**src/rtl/feedback_step_gen_v2.sv**
```systemverilog
// Closed-loop feedback step generator, second generation.
// Integrates the demodulated error into a saturating accumulator on each step
// sync, scales it by a power-of-two gain on the delayed sync, and emits a
// clamped step with a one-cycle valid strobe. Also supports constant-step,
// hold and off modes, an accumulator clear, and missed-trigger detection.
module feedback_step_gen_v2 #(
    parameter int ERR_W  = 32,
    parameter int STEP_W = 32,
    parameter int ACC_W  = 40,
    parameter int GAIN_W = 6
) (
    input  logic                     i_clk,
    input  logic                     i_rst_n,
    input  logic                     i_trig,
    input  logic                     i_trig_dly,
    input  logic signed [ERR_W-1:0]  i_err,
    input  logic [GAIN_W-1:0]        i_gain_sel,
    input  logic [1:0]               i_mode,
    input  logic signed [STEP_W-1:0] i_const_step,
    input  logic [STEP_W-2:0]        i_step_lim,
    input  logic                     i_acc_clr,
    output logic signed [STEP_W-1:0] o_step,
    output logic                     o_step_vld,
    output logic                     o_sat,
    output logic                     o_miss,
    output logic signed [ACC_W-1:0]  o_acc,
    output logic [1:0]               o_mode_q
);

    typedef enum logic [1:0] {
        MODE_OFF   = 2'd0,
        MODE_INT   = 2'd1,
        MODE_CONST = 2'd2,
        MODE_HOLD  = 2'd3
    } mode_e;

    typedef enum logic {
        S_IDLE = 1'b0,
        S_WAIT = 1'b1
    } state_e;

    typedef struct packed {
        logic signed [STEP_W-1:0] val;
        logic                     hit;
    } clamp_t;

    localparam logic signed [ACC_W-1:0] ACC_MAX = {1'b0, {(ACC_W-1){1'b1}}};
    localparam logic signed [ACC_W-1:0] ACC_MIN = {1'b1, {(ACC_W-1){1'b0}}};
    localparam logic [GAIN_W-1:0]       GAIN_CAP = GAIN_W'(ACC_W - 1);
    localparam logic [GAIN_W-1:0]       GAIN_RST = GAIN_W'(5);

    // Limit a wide signed value to [-lim, +lim]; a zero limit always counts as a hit.
    function automatic clamp_t clamp_f(input logic signed [ACC_W-1:0] v,
                                       input logic signed [ACC_W-1:0] lim);
        logic signed [ACC_W-1:0] neg_lim;
        clamp_t                  r;
        neg_lim = -lim;
        r.val   = v[STEP_W-1:0];
        r.hit   = (lim == '0);
        if (v > lim) begin
            r.val = lim[STEP_W-1:0];
            r.hit = 1'b1;
        end else if (v < neg_lim) begin
            r.val = neg_lim[STEP_W-1:0];
            r.hit = 1'b1;
        end
        return r;
    endfunction

    state_e                   state_q, state_d;
    mode_e                    mode_q, mode_d;
    logic [GAIN_W-1:0]        gain_q, gain_d, gain_eff;
    logic signed [ERR_W-1:0]  err_q;
    logic signed [ACC_W-1:0]  acc_q, acc_d, acc_sum, lim_ext, const_ext;
    logic signed [ACC_W:0]    acc_sum_w;
    logic                     acc_ovf;
    logic signed [STEP_W-1:0] step_q, step_d;
    logic                     vld_q, vld_d, sat_q, sat_d, miss_q, miss_d;
    clamp_t                   shift_c, const_c;

    // Shared datapath: saturating accumulate, gain cap and both clamp sources.
    always_comb begin
        acc_sum_w = (ACC_W+1)'(acc_q) + (ACC_W+1)'(err_q);
        acc_ovf   = acc_sum_w[ACC_W] ^ acc_sum_w[ACC_W-1];
        acc_sum   = acc_ovf ? (acc_sum_w[ACC_W] ? ACC_MIN : ACC_MAX) : acc_sum_w[ACC_W-1:0];
        gain_eff  = (int'(i_gain_sel) > ACC_W - 1) ? GAIN_CAP : i_gain_sel;
        lim_ext   = ACC_W'(i_step_lim);
        const_ext = ACC_W'(i_const_step);
        shift_c   = clamp_f(acc_q >>> gain_q, lim_ext);
        const_c   = clamp_f(const_ext, lim_ext);
    end

    // Next-state and output decode; clear overrides any trigger activity.
    always_comb begin
        // NOTE: every variable gets a default before the branches so no latch is inferred.
        state_d = state_q;
        mode_d  = mode_q;
        gain_d  = gain_q;
        acc_d   = acc_q;
        step_d  = step_q;
        vld_d   = 1'b0;
        miss_d  = 1'b0;
        sat_d   = sat_q;
        if (i_acc_clr) begin
            acc_d   = '0;
            step_d  = '0;
            sat_d   = 1'b0;
            state_d = S_IDLE;
        end else begin
            case (state_q)
                S_IDLE: begin
                    if (i_trig) begin
                        mode_d = mode_e'(i_mode);
                        gain_d = gain_eff;
                        case (mode_e'(i_mode))
                            MODE_OFF: begin
                                acc_d  = '0;
                                step_d = '0;
                                vld_d  = 1'b1;
                            end
                            MODE_INT: begin
                                acc_d   = acc_sum;
                                sat_d   = sat_q | acc_ovf;
                                state_d = S_WAIT;
                            end
                            MODE_CONST: begin
                                step_d = const_c.val;
                                sat_d  = sat_q | const_c.hit;
                                vld_d  = 1'b1;
                            end
                            default: ; // hold: only the mode and gain are re-latched
                        endcase
                    end else if (mode_q == MODE_OFF) begin
                        acc_d  = '0;
                        step_d = '0;
                    end
                end
                S_WAIT: begin
                    if (i_trig) begin
                        acc_d  = acc_sum;
                        sat_d  = sat_q | acc_ovf;
                        miss_d = 1'b1;
                    end else if (i_trig_dly) begin
                        step_d  = shift_c.val;
                        sat_d   = sat_q | shift_c.hit;
                        vld_d   = 1'b1;
                        state_d = S_IDLE;
                    end
                end
                default: state_d = S_IDLE;
            endcase
        end
    end

    // State and output registers; error input is registered unconditionally.
    always_ff @(posedge i_clk or negedge i_rst_n) begin
        if (!i_rst_n) begin
            state_q <= S_IDLE;
            mode_q  <= MODE_OFF;
            gain_q  <= GAIN_RST;
            err_q   <= '0;
            acc_q   <= '0;
            step_q  <= '0;
            vld_q   <= 1'b0;
            sat_q   <= 1'b0;
            miss_q  <= 1'b0;
        end else begin
            // NOTE: non-blocking assignments so every register samples pre-edge values.
            state_q <= state_d;
            mode_q  <= mode_d;
            gain_q  <= gain_d;
            err_q   <= i_err;
            acc_q   <= acc_d;
            step_q  <= step_d;
            vld_q   <= vld_d;
            sat_q   <= sat_d;
            miss_q  <= miss_d;
        end
    end

    assign o_step     = step_q;
    assign o_step_vld = vld_q;
    assign o_sat      = sat_q;
    assign o_miss     = miss_q;
    assign o_acc      = acc_q;
    assign o_mode_q   = mode_q;

endmodule

```
**config.mk**
```make
export PLATFORM = sky130hd
export DESIGN_NAME = feedback_step_gen_v2
export DESIGN_NICKNAME = d
export VERILOG_FILES = /design/src/rtl/feedback_step_gen_v2.sv
export SDC_FILE = /design/constraint.sdc
export NUM_CORES = 1
export LEC_CHECK = 0
export ABC_AREA = 1
export CORE_ASPECT_RATIO = 0.8
export CORE_MARGIN = 5
export CORE_UTILIZATION = 40
export DETAILED_ROUTE_END_ITERATION = 16
export PLACE_DENSITY_LB_ADDON = 0.12
export SLEW_MARGIN = 20
export SYNTH_ARGS = -nofsm -noshare
export SYNTH_HDL_FRONTEND = slang
export SYNTH_SLANG_ARGS = --single-unit
```
**constraint.sdc**
```tcl
create_clock -name i_clk -period 5.3 [get_ports i_clk]
set_input_delay 1.06 -clock i_clk [delete_from_list [all_inputs] [get_ports i_clk]]
set_output_delay 1.06 -clock i_clk [all_outputs]
set_load 0.01 [all_outputs]
```
==> After elaboration in Yosys (flattened, before gate mapping) <==
Cells that the tools add are included.
{ "word_totals": {"register_bits": 116, "in_bits": 108, "output_inout_bits": 77, "elab_cells": 83} }
{ "op_classes": {"add_sub_neg": 2, "order_cmp": 5, "n_eq_ne": 11, "n_shift": 1, "muxes": 41, "n_bitwise": 6, "n_reduce_logical": 8} }
{ "ops": {"columns": ["operator", "n"], "rows": [
  ["$mux W40", 6],
  ["$mux W32", 5],
  ["$pmux W40 S2", 2],
  ["$mux W33", 4],
  ["$pmux W32 S2", 2],
  ["$add A40 B32 Y41", 1],
  ["$gt A40 B32 Y1", 1],
  ["$lt A32 B40 Y1", 1],
  ["$lt A40 B40 Y1", 1],
  ["$neg A31 Y40", 1],
  ["$sshr A40 B6 Y40", 1],
  ["$gt A32 B32 Y1", 1],
  ["$logic_not A31 Y1", 1],
  ["$mux W1", 17],
  ["$ne A3 B3 Y1 const B", 4],
  ["$ne A5 B3 Y1 const B", 2],
  ["$reduce_and A3 Y1", 3],
  ["$ne A4 B4 Y1 const B", 2],
  ["$pmux W1 S2", 4],
  ["$gt A6 B6 Y1 const B", 1],
  ["$mux W6", 1],
  ["$logic_not A2 Y1", 2],
  ["$ne A4 B2 Y1 const B", 1],
  ["$reduce_and A4 Y1", 1],
  ["other kinds (6)", 9]
]} }

==> Longest topological paths before layout <==
{ "depth": {"ltp_word": 9, "ltp_mapped": 35, "mapped_depth_nobuf": 34} }

==> Least setup slack after synthesis <==
Ideal clock, no wire load.
{ "synth_path": {"path_type": "in2reg", "from": "in i_step_lim[1]", "to": "reg step_q[9], in the netlist o_step[9]", "arrival_time_ps": 4745, "path_slack_ps": 439, "cell_stages": 34, "path_cell_list": "inv_1 > ha_1 > nand2_1 > nor2_1 > inv_1 > nor2_2 > nand3_1 > inv_2 > nand3_1 > nor3_2 > nand3_1 > nor2_1 > inv_2 > nor2_1 > a21oi_1 > nor2_1 > inv_1 > ha_1 > nand2_1 > inv_1 > o21ai_0 > a21oi_1 > or3_1 > a21oi_4 > nand2_4 > nand2_4 > nand2_2 > buf_4 > nand2_1 > nand3_1 > nand2_1 > nand2_1 > nand2_1 > nand2_1"} }
{ "synth_via": {"elab_chain_len": 8, "word_cells_on_any_way": 15} }
{ "synth_rtl": {"columns": ["item", "line", "rtl"], "rows": [
  ["start, declared", "20", "input logic [STEP_W-2:0] i_step_lim,"],
  ["$neg A31 Y40", "57", "neg_lim = -lim;"],
  ["$lt A32 B40 Y1 or $lt A40 B40 Y1 (tied branches)", "63", "end else if (v < neg_lim) begin"],
  ["$mux W33", "63", null],
  ["$mux W33", "60", "if (v > lim) begin"],
  ["$pmux W32 S2 or $mux W32 (tied branches)", "115, 143", null],
  ["$mux W32 (on tied branches)", "112, 139", null],
  ["$pmux W32 S2 (*)", "110", "case (state_q)"],
  ["$mux W32 (*)", "104", "if (i_acc_clr) begin"],
  ["end signal, assigned", "174", "step_q <= step_d;"],
  ["end, declared", "77", "logic signed [STEP_W-1:0] step_q, step_d;"]
]} }
Mark *: on every way between the ends. The rest lies on a longest branch, timed or not. The select of a mux whose other input is x is not followed.
A chain may end at the register's enable or synchronous reset.

==> Final worst setup path <==
{ "layout_path": {"from": "in i_step_lim[0]", "to": "reg step_q[5], in the netlist o_step[5]"} }
Same word-level chain as after synthesis.

==> run metrics <==
Tot GR Track Use=28.1%; RePlAce Congestion=0.964; crit path capture type=register; Initial Util=40.6%; num rows=between 60 and 70; Core Util, Final=between 50% and 60%; Post-Syn Area per Cell=between 6 and 7 µm²; first-pass GRT wire length=~90000 µm; Post-synth ARST share=100%; Cell Area, Synth=roughly 0.015 mm²; Slew HR=32.5%; Gate Count Post-Synth=roughly 2300; nets=about 2800; RR Startpoint=gain_q[0]$_DFFE_PN1P_; status=complete, no violations; grt ovf=0; die width=roughly 220 µm; Antenna Violating Nets Remaining=0; Final HPWL DP=46400 µm; Layout area overhead=27.4%; Final Setup Violations=0; Post-synth EDFFs=0; routed length per placed instance=19.4 µm; Least-Margin Pin Slew=approximately 1 ns; clock transition at the registers of the reported paths=around 0.07 ns; maximum vdd drop=about 180 µV; Non-Filler Instances=3019; setup ws final=between 0.2 and 0.3 ns; setup TNS=0 ns; slowest CP cell=clkdlybuf4s50_1; DIE AREA=0.0405 mm²; Max Cap Viol=0; Seq/Total Area, Yosys=approximately a fifth; final wirelength=between 50000 and 60000 µm; number of hold buffers added after cts=0; Crit Path Category=primary input to register; H-tree Lvls=4; Max Slew Vio Count=0; DR DRC count=0; cell count after placement=approximately 3000; post-layout min period=approximately 5.0 ns; Clk Latency, worst-skew pair=approximately 0.46 ns; yosys warns=0; Primary FF master, synth=dfrtp_1; Area contributors post-synth=dfrtp_1 20%, ha_1 15%, nand2_1 15%; vias per cell=between 5 and 6; Setup Skew=0.0147 ns; Reg-to-Reg End=o_step[12]$_DFFE_PN0P_; Die Ht=181 µm; Setup crit end=o_step[5]$_DFFE_PN0P_; PortBufs=between 150 and 200; critical path arrival=~5.4 ns; CP Max Fanout=9; CP Launch Type=primary input; total CTS buffers=17; final worst path period share=a little over nine tenths; hold_ws=just under 0.5 ns; post-synth top area share=19.5%; antenna cells=0; power per cell area=259 mW/mm²; R2R cell count=28; Hold Fails Final Rpt=0; DR vias=about 17000; R2R setup slack=around 0.5 ns; Clock Sinks=about 120; slowest stage delay, CP=0.43 ns; core area=0.0360 mm²; pre-CTS worst setup slack=-0.455 ns; Clock Tree Buf Depth=2; Root Driver=clkbuf_16; vias in the first global route=~16000; Hold Path Class=register to register; I/O pins=around 190; Worst EP required=~5.7 ns; initial antenna violation count=1; Initial DRC Count=around 1600; Syn Nets=about 2500; FMAX=between 150 and 200 MHz; CTS tree=built; DRT Pass-1 Iters=6; Distinct cells, synth=61; post-synth top area cell=dfrtp_1; CP startpoint=i_step_lim[0]; largest net degree at the start of global routing=62; Static Leak=between 9 and 10 nW; flops & latches, synth=116; share of cells above drive strength 1=11.7%
cell usage after synthesis, types with 7 or more instances:
cell type / instances
o21a_1: 10
nand2_1: 580
nand3_2: 9
o221ai_1: 10
buf_2: 13
dfrtp_1: 114
nand2_2: 19
a21oi_1: 192
a31oi_1: 7
inv_1: 227
nand4_1: 20
xor2_1: 31
xnor2_1: 13
o211ai_1: 14
o22ai_1: 8
buf_4: 9
nand3_1: 208
ha_1: 176
buf_6: 8
mux2i_1: 10
or2_2: 28
nor4_1: 9
o21ai_0: 210
nor2_1: 145
a211oi_1: 14
buf_1: 7
clkbuf_1: 42
o21bai_1: 8
o21ai_1: 24
a21boi_1: 9
nand2_4: 7
nor3_1: 22
cell type report:
cell class	count	area, µm²
fill	3731	17400
multi-input combinational	1828	10500
clock buffer	19	443
timing repair buffer	325	3050
clock inverter	13	174
inverter	238	898
tap	480	601
sequential	116	2910
stage by stage:
step	power (mW)	area, µm²
2_1_floorplan	2.54	14600
3_3_place_gp	3.46	17800
3_5_place_dp	3.48	17800
4_1_cts	4.79	18400
5_1_grt	5.13	18600
6_report	4.83	18600
worst min-delay path by stage:
stage,to,cells past startpoint,slack [ns],startpoint
2_1_floorplan,o_step[10]$_DFFE_PN0P_,2,0.52,o_step[10]$_DFFE_PN0P_
3_3_place_gp,o_step[11]$_DFFE_PN0P_,2,0.47,o_step[11]$_DFFE_PN0P_
3_5_place_dp,o_step[7]$_DFFE_PN0P_,2,0.47,o_step[7]$_DFFE_PN0P_
4_1_cts,o_step[11]$_DFFE_PN0P_,2,0.49,o_step[11]$_DFFE_PN0P_
5_1_grt,o_step[10]$_DFFE_PN0P_,2,0.50,o_step[10]$_DFFE_PN0P_
6_report,o_step[10]$_DFFE_PN0P_,2,0.49,o_step[10]$_DFFE_PN0P_
cell usage in the layout, fill, tap and decap left out, types with 4 or more instances in the layout:
master	instances
clkdlybuf4s50_1	183
nor2_4	5
o211ai_1	14
clkbuf_16	18
a211oi_1	12
clkinv_4	5
o21a_1	10
mux2i_1	10
ha_1	175
or2_2	28
a21oi_1	191
nor2_1	135
a21boi_2	6
a21boi_1	9
buf_12	10
o221ai_1	10
nand2_2	20
nand2_4	7
xor2_1	31
nand4_1	20
nor2_2	9
dfrtp_1	114
a31oi_1	7
nand2_1	578
nor3_1	21
nand3_2	14
buf_4	128
inv_2	9
inv_1	224
o21ai_2	4
nor4_1	6
o21ai_1	24
o21ai_0	210
nand3_1	202
o21bai_1	8
o22ai_1	8
xnor2_1	13
critical path, delay by kind of cell:
kind                       cells  cell delay [ns]
AOI/OAI and AO/OA              2             0.25
adders and majority gates      2             0.29
buffers and inverters          9             1.33
and+or+nand+nor               19             2.39
timing repair:
action	in CTS	in global routing
buffers inserted	0	5
hold endpoints to repair	0	0
setup endpoints to repair	0	33
gates resized for setup	0	38
report_power, final:
group	switching (mW)	leakage, nW	internal, mW
Clock	0.532	0.290	0.758
Sequential	0.0997	1.49	0.976
Combinational	1.55	7.43	0.913
Total	2.18	9.22	2.65
layer usage:
metal / vias to the layer above / routed length [µm] / GRT usage (%)
met1: 7872 / 29500 / 44.1
met2: 678 / 23600 / 40.3
met5: - / 13 / 0
li1: 8189 / - / -
met4: 2 / 694 / 5.19
met3: 61 / 4610 / 4.92
logic make-up after synthesis:
logic type	count (synthesis)	synth area share, %
adder cells (fa/ha/maj)	177	15.2
flip-flops	116	19.9
multiplexers	10	0.685
AO/OA/AOI/OAI	534	20.5
buffers and inverters	318	9.07
AND/OR/NAND/NOR	1063	32.0
XOR/XNOR	44	2.64
flip-flops by register name (all words and copies together) (netlist names):
| register | count |
|---|---|
| o_acc | 40 |
| err_q | 32 |
| o_step | 32 |
| gain_q | 6 |
| o_mode_q | 2 |
| o_miss | 1 |
| o_sat | 1 |
| o_step_vld | 1 |
| state_q | 1 |
No activity file was read; power rests on OpenSTA's default activity.
